--- src/rtl/xif_copro_ctrl_if.sv ---
// XIF channel bundle between the core (master) and the coprocessor
// controller (slave): issue, register, commit and result channels.
interface xif_copro_ctrl_if #(
  parameter int X_ID_WIDTH  = 4,
  parameter int X_RFR_WIDTH = 32
);
  // issue channel
  logic                     issue_valid;
  logic                     issue_ready;
  logic [31:0]              issue_instr;
  logic [X_ID_WIDTH-1:0]    issue_id;
  logic                     issue_accept;
  logic                     issue_writeback;
  logic                     issue_loadstore;
  logic                     issue_dualwrite;
  logic [2:0]               issue_dualread;
  logic                     issue_exc;
  // register channel
  logic                     register_valid;
  logic                     register_ready;
  logic [X_ID_WIDTH-1:0]    register_id;
  logic [2*X_RFR_WIDTH-1:0] register_rs;
  logic [1:0]               register_rs_valid;
  // commit channel
  logic                     commit_valid;
  logic [X_ID_WIDTH-1:0]    commit_id;
  logic                     commit_kill;
  // result channel
  logic                     result_valid;
  logic                     result_ready;
  logic [X_ID_WIDTH-1:0]    result_id;
  logic [X_RFR_WIDTH-1:0]   result_data;
  logic [4:0]               result_rd;
  logic                     result_we;
  logic                     result_exc;
  logic                     result_dbg;
  logic                     result_err;
  logic [5:0]               result_exccode;

  modport master (
    output issue_valid, issue_instr, issue_id,
    output register_valid, register_id, register_rs, register_rs_valid,
    output commit_valid, commit_id, commit_kill,
    output result_ready,
    input  issue_ready, issue_accept, issue_writeback, issue_loadstore,
    input  issue_dualwrite, issue_dualread, issue_exc,
    input  register_ready,
    input  result_valid, result_id, result_data, result_rd, result_we,
    input  result_exc, result_dbg, result_err, result_exccode
  );

  modport slave (
    input  issue_valid, issue_instr, issue_id,
    input  register_valid, register_id, register_rs, register_rs_valid,
    input  commit_valid, commit_id, commit_kill,
    input  result_ready,
    output issue_ready, issue_accept, issue_writeback, issue_loadstore,
    output issue_dualwrite, issue_dualread, issue_exc,
    output register_ready,
    output result_valid, result_id, result_data, result_rd, result_we,
    output result_exc, result_dbg, result_err, result_exccode
  );
endinterface

--- src/rtl/xif_copro_ctrl.sv ---
// Coprocessor-side XIF controller: decodes custom-0 ALU ops, keeps accepted
// instructions in an in-order queue, collects operands and commit/kill
// status per entry, and returns results strictly in issue order.
module xif_copro_ctrl #(
  parameter int X_ID_WIDTH  = 4,
  parameter int X_RFR_WIDTH = 32,
  parameter int DEPTH       = 4
) (
  input  logic                   clk,
  input  logic                   resetb,
  xif_copro_ctrl_if.slave        xif,
  output logic [$clog2(DEPTH):0] outstanding
);
  localparam int PTR_W = $clog2(DEPTH);
  localparam int CNT_W = PTR_W + 1;

  // per-entry payload (no reset needed: only read while the entry is live)
  logic [X_ID_WIDTH-1:0]  id_reg  [DEPTH];
  logic [1:0]             op_reg  [DEPTH];
  logic [4:0]             rd_reg  [DEPTH];
  logic [X_RFR_WIDTH-1:0] rs1_reg [DEPTH];
  logic [X_RFR_WIDTH-1:0] rs2_reg [DEPTH];

  // per-entry status flags
  logic [DEPTH-1:0] ops_reg;
  logic [DEPTH-1:0] committed_reg;
  logic [DEPTH-1:0] killed_reg;

  logic [PTR_W-1:0] head_reg;
  logic [PTR_W-1:0] tail_reg;
  logic [CNT_W-1:0] count_reg;

  logic             accept;
  logic             reg_hs;
  logic             enq;
  logic             deq;
  logic             head_live;
  logic             head_drop;
  logic             res_valid;
  logic [DEPTH-1:0] live;
  logic [DEPTH-1:0] reg_match;
  logic [DEPTH-1:0] com_match;
  logic [X_RFR_WIDTH-1:0] alu_out;
  logic             unused_instr_bits;

  function automatic logic [X_RFR_WIDTH-1:0] alu(input logic [1:0] op,
                                                 input logic [X_RFR_WIDTH-1:0] a,
                                                 input logic [X_RFR_WIDTH-1:0] b);
    case (op)
      2'd0:    return a + b;
      2'd1:    return a ^ b;
      2'd2:    return (a < b) ? a : b;
      default: return (a > b) ? a : b;
    endcase
  endfunction

  // custom-0 opcode with funct3 in 0..3 (bit 14 clear); funct7 and rs fields unused
  assign accept            = (xif.issue_instr[6:0] == 7'b0001011) && !xif.issue_instr[14];
  assign unused_instr_bits = ^xif.issue_instr[31:15];

  assign xif.issue_ready     = (count_reg != CNT_W'(DEPTH));
  assign xif.issue_accept    = accept;
  assign xif.issue_writeback = accept && (xif.issue_instr[11:7] != 5'd0);
  assign xif.issue_loadstore = 1'b0;
  assign xif.issue_dualwrite = 1'b0;
  assign xif.issue_dualread  = 3'd0;
  assign xif.issue_exc       = 1'b0;
  assign xif.register_ready  = &xif.register_rs_valid;

  assign enq    = xif.issue_valid && xif.issue_ready && accept;
  assign reg_hs = xif.register_valid && xif.register_ready;

  // liveness is the entry's age relative to head; id matches only hit live entries
  for (genvar gi = 0; gi < DEPTH; gi++) begin : g_entry
    logic [PTR_W-1:0] age;
    assign age           = PTR_W'(gi) - head_reg;
    assign live[gi]      = {1'b0, age} < count_reg;
    assign reg_match[gi] = reg_hs && live[gi] && !ops_reg[gi] &&
                           (id_reg[gi] == xif.register_id);
    assign com_match[gi] = xif.commit_valid && live[gi] && !committed_reg[gi] &&
                           (id_reg[gi] == xif.commit_id);
  end

  // a kill landing on the head this cycle drops it at this edge, not one later
  assign head_live = (count_reg != '0);
  assign head_drop = head_live &&
                     ((committed_reg[head_reg] && killed_reg[head_reg]) ||
                      (com_match[head_reg] && xif.commit_kill));
  assign res_valid = head_live && committed_reg[head_reg] &&
                     !killed_reg[head_reg] && ops_reg[head_reg];
  assign deq       = head_drop || (res_valid && xif.result_ready);
  assign alu_out   = alu(op_reg[head_reg], rs1_reg[head_reg], rs2_reg[head_reg]);

  // result fields are forced to zero when nothing is presented
  assign xif.result_valid   = res_valid;
  assign xif.result_id      = res_valid ? id_reg[head_reg] : '0;
  assign xif.result_data    = res_valid ? alu_out : '0;
  assign xif.result_rd      = res_valid ? rd_reg[head_reg] : 5'd0;
  assign xif.result_we      = res_valid && (rd_reg[head_reg] != 5'd0);
  assign xif.result_exc     = 1'b0;
  assign xif.result_dbg     = 1'b0;
  assign xif.result_err     = 1'b0;
  assign xif.result_exccode = 6'd0;
  assign outstanding        = count_reg;

  // queue pointers, occupancy and per-entry status flags
  always_ff @(posedge clk or negedge resetb) begin
    if (!resetb) begin
      head_reg      <= '0;
      tail_reg      <= '0;
      count_reg     <= '0;
      ops_reg       <= '0;
      committed_reg <= '0;
      killed_reg    <= '0;
    end else begin
      for (int i = 0; i < DEPTH; i++) begin
        if (enq && (tail_reg == PTR_W'(i))) begin
          ops_reg[i]       <= 1'b0;
          committed_reg[i] <= 1'b0;
          killed_reg[i]    <= 1'b0;
        end else begin
          if (reg_match[i]) begin
            ops_reg[i] <= 1'b1;
          end
          if (com_match[i]) begin
            committed_reg[i] <= 1'b1;
            killed_reg[i]    <= xif.commit_kill;
          end
        end
      end
      if (enq) begin
        tail_reg <= tail_reg + PTR_W'(1);
      end
      if (deq) begin
        head_reg <= head_reg + PTR_W'(1);
      end
      count_reg <= count_reg + CNT_W'(enq) - CNT_W'(deq);
    end
  end

  // entry payload: decode fields on enqueue, operands on register capture
  always_ff @(posedge clk) begin
    for (int i = 0; i < DEPTH; i++) begin
      if (enq && (tail_reg == PTR_W'(i))) begin
        id_reg[i] <= xif.issue_id;
        op_reg[i] <= xif.issue_instr[13:12];
        rd_reg[i] <= xif.issue_instr[11:7];
      end
      if (reg_match[i]) begin
        rs1_reg[i] <= xif.register_rs[X_RFR_WIDTH-1:0];
        rs2_reg[i] <= xif.register_rs[2*X_RFR_WIDTH-1:X_RFR_WIDTH];
      end
    end
  end
endmodule

--- src/flat_wrapper.sv ---
// flat-port wrapper written by rule: the top's interface ports become plain ports
module xif_copro_ctrl_flat 
#(
  parameter int X_ID_WIDTH  = 4,
  parameter int X_RFR_WIDTH = 32,
  parameter int DEPTH       = 4
)
  (clk, resetb, outstanding, xif_issue_valid, xif_issue_instr, xif_issue_id, xif_register_valid, xif_register_id, xif_register_rs, xif_register_rs_valid, xif_commit_valid, xif_commit_id, xif_commit_kill, xif_result_ready, xif_issue_ready, xif_issue_accept, xif_issue_writeback, xif_issue_loadstore, xif_issue_dualwrite, xif_issue_dualread, xif_issue_exc, xif_register_ready, xif_result_valid, xif_result_id, xif_result_data, xif_result_rd, xif_result_we, xif_result_exc, xif_result_dbg, xif_result_err, xif_result_exccode);
  xif_copro_ctrl_if #(.X_ID_WIDTH(X_ID_WIDTH), .X_RFR_WIDTH(X_RFR_WIDTH)) xif_i ();
  input  logic clk;
  input  logic resetb;
  output logic [$clog2(DEPTH):0] outstanding;
  input wire logic [$bits(xif_i.issue_valid)-1:0] xif_issue_valid;
  input wire logic [$bits(xif_i.issue_instr)-1:0] xif_issue_instr;
  input wire logic [$bits(xif_i.issue_id)-1:0] xif_issue_id;
  input wire logic [$bits(xif_i.register_valid)-1:0] xif_register_valid;
  input wire logic [$bits(xif_i.register_id)-1:0] xif_register_id;
  input wire logic [$bits(xif_i.register_rs)-1:0] xif_register_rs;
  input wire logic [$bits(xif_i.register_rs_valid)-1:0] xif_register_rs_valid;
  input wire logic [$bits(xif_i.commit_valid)-1:0] xif_commit_valid;
  input wire logic [$bits(xif_i.commit_id)-1:0] xif_commit_id;
  input wire logic [$bits(xif_i.commit_kill)-1:0] xif_commit_kill;
  input wire logic [$bits(xif_i.result_ready)-1:0] xif_result_ready;
  output wire logic [$bits(xif_i.issue_ready)-1:0] xif_issue_ready;
  output wire logic [$bits(xif_i.issue_accept)-1:0] xif_issue_accept;
  output wire logic [$bits(xif_i.issue_writeback)-1:0] xif_issue_writeback;
  output wire logic [$bits(xif_i.issue_loadstore)-1:0] xif_issue_loadstore;
  output wire logic [$bits(xif_i.issue_dualwrite)-1:0] xif_issue_dualwrite;
  output wire logic [$bits(xif_i.issue_dualread)-1:0] xif_issue_dualread;
  output wire logic [$bits(xif_i.issue_exc)-1:0] xif_issue_exc;
  output wire logic [$bits(xif_i.register_ready)-1:0] xif_register_ready;
  output wire logic [$bits(xif_i.result_valid)-1:0] xif_result_valid;
  output wire logic [$bits(xif_i.result_id)-1:0] xif_result_id;
  output wire logic [$bits(xif_i.result_data)-1:0] xif_result_data;
  output wire logic [$bits(xif_i.result_rd)-1:0] xif_result_rd;
  output wire logic [$bits(xif_i.result_we)-1:0] xif_result_we;
  output wire logic [$bits(xif_i.result_exc)-1:0] xif_result_exc;
  output wire logic [$bits(xif_i.result_dbg)-1:0] xif_result_dbg;
  output wire logic [$bits(xif_i.result_err)-1:0] xif_result_err;
  output wire logic [$bits(xif_i.result_exccode)-1:0] xif_result_exccode;
  assign xif_i.issue_valid = xif_issue_valid;
  assign xif_i.issue_instr = xif_issue_instr;
  assign xif_i.issue_id = xif_issue_id;
  assign xif_i.register_valid = xif_register_valid;
  assign xif_i.register_id = xif_register_id;
  assign xif_i.register_rs = xif_register_rs;
  assign xif_i.register_rs_valid = xif_register_rs_valid;
  assign xif_i.commit_valid = xif_commit_valid;
  assign xif_i.commit_id = xif_commit_id;
  assign xif_i.commit_kill = xif_commit_kill;
  assign xif_i.result_ready = xif_result_ready;
  assign xif_issue_ready = xif_i.issue_ready;
  assign xif_issue_accept = xif_i.issue_accept;
  assign xif_issue_writeback = xif_i.issue_writeback;
  assign xif_issue_loadstore = xif_i.issue_loadstore;
  assign xif_issue_dualwrite = xif_i.issue_dualwrite;
  assign xif_issue_dualread = xif_i.issue_dualread;
  assign xif_issue_exc = xif_i.issue_exc;
  assign xif_register_ready = xif_i.register_ready;
  assign xif_result_valid = xif_i.result_valid;
  assign xif_result_id = xif_i.result_id;
  assign xif_result_data = xif_i.result_data;
  assign xif_result_rd = xif_i.result_rd;
  assign xif_result_we = xif_i.result_we;
  assign xif_result_exc = xif_i.result_exc;
  assign xif_result_dbg = xif_i.result_dbg;
  assign xif_result_err = xif_i.result_err;
  assign xif_result_exccode = xif_i.result_exccode;
  xif_copro_ctrl #(.X_ID_WIDTH(X_ID_WIDTH), .X_RFR_WIDTH(X_RFR_WIDTH), .DEPTH(DEPTH)) u_core (.clk(clk), .resetb(resetb), .xif(xif_i), .outstanding(outstanding));
endmodule
--- config.mk ---
export PLATFORM = sky130hd
export DESIGN_NAME = xif_copro_ctrl_flat
export DESIGN_NICKNAME = d
export VERILOG_FILES = /design/src/rtl/xif_copro_ctrl_if.sv /design/src/rtl/xif_copro_ctrl.sv /design/src/flat_wrapper.sv
export SDC_FILE = /design/constraint.sdc
export NUM_CORES = 1
export LEC_CHECK = 0
export ABC_AREA = 1
export CORE_MARGIN = 2
export CORE_UTILIZATION = 34
export DETAILED_ROUTE_END_ITERATION = 12
export PLACE_DENSITY = 0.51
export SETUP_SLACK_MARGIN = 0.1
export SLEW_MARGIN = 20
export SYNTH_ARGS = -nofsm -noshare
export SYNTH_HDL_FRONTEND = slang
export SYNTH_SLANG_ARGS = --single-unit
--- constraint.sdc ---
create_clock -name clk -period 11.45 [get_ports clk]
set_clock_uncertainty 0.2 [all_clocks]
set_input_delay 2.29 -clock clk [delete_from_list [all_inputs] [get_ports clk]]
set_output_delay 2.29 -clock clk [all_outputs]
set_load 0.02 [all_outputs]
==> summary.txt <==
GRT
  • Remaining Overflow, GRT: 0
  • Global-route wire length before repair: roughly 82,000 µm
  • Largest net degree at the start of global routing: 66
  • GRT Util Overall: 20.2%
  • Initial antenna violation count: 3
  • Vias in the first global route: roughly 14,000

Yosys
  • Asr flop ratio synth: under 10%
  • Sequential area share after synthesis: 53.4%
  • Mapped Avg Cell Area: roughly 8.8 µm²
  • Post-Syn Instances: 2,017
  • Dominant synthesized flop cell: edfxtp_1
  • Yosys warns: 0
  • Library cells used by synthesis: 48
  • Post-Syn Area: 17,800 µm²
  • Synth Register Bits: roughly 320
  • Number of flops mapped to enable cells by yosys: 300

Detailed routing
  • Number of remaining DRC errors: 0
  • Vias per std cell: ~4.9
  • Antenna-violating nets left: 0
  • Routed via count: 14,100
  • Routed WL: between 50,000 and 60,000 µm
  • WL/cell: about 19 µm
  • Pre-Repair DR Iteration Count: 5
  • DR iter-0 viols: between 1,000 and 1,500

Cells and area
  • # fillers: 5,197
  • Post-Layout Cell Count: around 2,900
  • Area delta synth->final: 19.4%
  • Share of cells above drive strength 1: roughly 5.3%
  • Nets: about 2,400
  • Reg area: approximately 9500 µm²
  • Multi-input gate area: between 6000 and 7000 µm²
  • Final Cell Area: roughly 21,000 µm²

Clock tree
  • Latest clock arrival within the worst-skew pair: roughly 0.57 ns
  • Clock Sinks: about 320
  • Clock Root Buffer: clkbuf_16
  • Max Root-Sink Buffers: 3
  • Post-CTS setup buffers: 0
  • Hold Buf Count CTS: 0
  • CTS tree: built
  • PostCTS Resize Cnt: 0
  • Clock Pin Slew Worst Setup and Hold Paths: about 0.06 ns
  • Htree depth: 2
  • TritonCTS buffer count: 36

Placement
  • Placed cells: 2,800
  • DP Area: 19,900 µm²
  • Detailed placement HPWL: between 30,000 and 40,000 µm
  • GP Congestion: 0.919
  • Buffers on Ports: 149

Timing
  • Fin crit share: 81.4%
  • RSZ-0062 raised after global routing: false
  • F_max: between 100 and 150 MHz
  • Relative slew slack: a little over a quarter
  • Max-slew violation count: 0
  • Setup violators final: 0
  • Min Tclk post-route: roughly 9.3 ns
  • Final Hold Viols: 0
  • Total negative setup slack: 0 ns
  • Worst-Margin Slew: approximately 1.1 ns

Setup path
  • Crit path kind: register to output pin
  • Worst r2r src: u_core.head_reg[1]$_DFFE_PN0N_
  • WP data arrival: 6.83 ns
  • Slowest stage delay, CP: about 0.67 ns
  • CP Launch Point: u_core.head_reg[1]$_DFFE_PN0N_
  • Worst-path maximum fanout: 28
  • Setup crit end kind: output pin
  • Slowest-stage cell, CP: clkdlybuf4s50_1
  • Reg2reg end: u_core.outstanding[2]$_DFF_PN0_
  • FF-to-FF path depth: 16
  • CP startpoint kind: register
  • Worst-path cell chain: inv_2 > nor2_4 > inv_2 > buf_4 > nor2_1 > nor3_1 > inv_1 > ha_1 > nand4_1 > nor3_1 > and2b_1 > nand3b_2 > nand2_4 > inv_4 > nor2_1 > nor2_1 > nor2_1 > clkdlybuf4s50_1
  • Crit path required time: about 9 ns
  • Most frequent cell on the critical path: nor2_1
  • Flop2flop setup slack: between 6 and 7 ns

Status
  • Status: finished, final reports clean

Floorplanning
  • Initial Util: roughly 34%
  • Die Y: roughly 230 µm
  • Core region area: 51,500 µm²
  • Die area: about 54,000 µm²
  • # rows: slightly above 80
  • Ports: roughly 180
  • Die width: about 230 µm

Hold path
  • Hold Crit Depth: 2
  • HP Class: register to register
  • Hold Path Origin: u_core.ops_reg[2]$_DFFE_PN0P_
  • Hold Path End: u_core.ops_reg[2]$_DFFE_PN0P_

Power and ir drop
  • PD cells: ~320 nW/µm²
  • Leak pwr: ~0.0091 µW
  • Worst IR Drop VDD: 0.173 mV

Flow run
  • Maxcap violations: 0
-- report_power, final --
part / internal (µW) / total [µW] / leakage [µW] / switching [µW]
Clock: 713 / 1200 / 0.000604 / 483
Combinational: 1330 / 4330 / 0.00555 / 3000
Sequential: 1300 / 1330 / 0.00290 / 26.0
Total: 3350 / 6860 / 0.00905 / 3510
-- layer usage --
layer,wire (µm),global-route usage (%),vias up
li1,-,-,6944
met1,24800,27.0,6704
met2,25100,33.5,374
met3,2600,2.94,72
met4,1480,6.55,0
met5,0,0,-
-- per-stage QoR --
step           power (µW)  hold WS, ns  utilization [%]  setup WS [ns]
4_1_cts              6860        0.318             41.1           2.21
3_3_place_gp         5630        0.283             38.7           2.87
3_5_place_dp         5650        0.302             38.7           2.85
2_1_floorplan        4290        0.266                -           1.57
6_report             6860        0.317             41.2           2.13
5_1_grt              7440        0.331             41.1           1.88
-- worst max-delay path: cells and delay by family (launching register included) --
| kind | cells | cell delay, ns |
|---|---|---|
| buffers and inverters | 6 | 2.00 |
| adder cells (fa/ha/maj) | 1 | 0.40 |
| flip-flops | 1 | 0.51 |
| AND/OR/NAND/NOR | 11 | 3.30 |
-- synthesized netlist by cell type (all sizes together) (2+ instances only) --
library cell | instances | share of area [%]
nand2 | 532 | 11
edfxtp | 300 | 51
inv | 279 | 5.9
nor2 | 262 | 5.6
nand3 | 148 | 4.2
a21oi | 77 | 2.2
ha | 73 | 5.1
buf | 68 | 2.1
o21ai | 57 | 1.6
nor3 | 44 | 1.3
a221oi | 31 | 2.0
a22o | 27 | 1.3
dfrtp | 19 | 2.7
clkbuf | 14 | 0.30
nand4 | 12 | 0.42
xor2 | 10 | 0.49
nand3b | 8 | 0.36
o21bai | 8 | 0.34
a22oi | 6 | 0.25
xnor2 | 6 | 0.30
a31oi | 5 | 0.18
o211ai | 4 | 0.17
o22ai | 4 | 0.14
and2 | 3 | 0.11
nor4 | 3 | 0.11
or2 | 3 | 0.11
a211oi | 2 | 0.085
and3 | 2 | 0.070
fa | 2 | 0.23
o21a | 2 | 0.085
-- cells by family after synthesis --
kind of cell | after synthesis | share of synthesized area, %
adders and majority gates | 75 | 5.37
buffers and inverters | 361 | 8.33
xor gates and xnor gates | 16 | 0.789
other | 1 | 0.0211
and+or+nand+nor | 1019 | 23.6
DFF | 319 | 53.4
AOI/OAI and AO/OA | 226 | 8.50
-- how the worst max path moves through the flow --
stage,cells after the start,slack (ns),end
2_1_floorplan,6,1.57,u_core.rs1_reg[3][0]$_DFFE_PP_
3_3_place_gp,18,2.87,xif_result_data[5]
3_5_place_dp,18,2.85,xif_result_data[5]
4_1_cts,18,2.21,xif_result_data[5]
5_1_grt,18,1.88,xif_result_data[5]
6_report,18,2.13,xif_result_data[5]
-- layout by cell type (no fill, tap or decap), drive strengths merged, types with 2 or more instances in the layout --
cell / n
a221oi: 31
dfrtp: 19
a22o: 27
nor4: 3
and2: 3
conb: 15
nand4: 12
xnor2: 6
o211ai: 4
or2: 3
diode: 3
a31oi: 5
clkbuf: 41
nor3: 44
o22ai: 4
a22oi: 6
inv: 284
ha: 73
a211oi: 2
bufinv: 5
buf: 23
xor2: 10
nand3b: 8
nor2: 262
a21oi: 77
nand3: 148
o21bai: 8
edfxtp: 300
clkinv: 14
o21a: 2
o21ai: 57
clkdlybuf4s50: 149
nand2: 532
and3: 2
fa: 2
-- area by class of cell --
class                           count  share of cell area, %
Antenna cell                        3                 0.0354
Inverter                          279                   4.95
Clock buffer                       41                   4.44
Clock inverter                     24                   1.32
Sequential cell                   319                   44.7
Tap cell                          680                   4.01
Timing Repair Buffer              172                   7.96
Multi-Input combinational cell   1351                   32.5
Power figures use the tool's default switching activity.
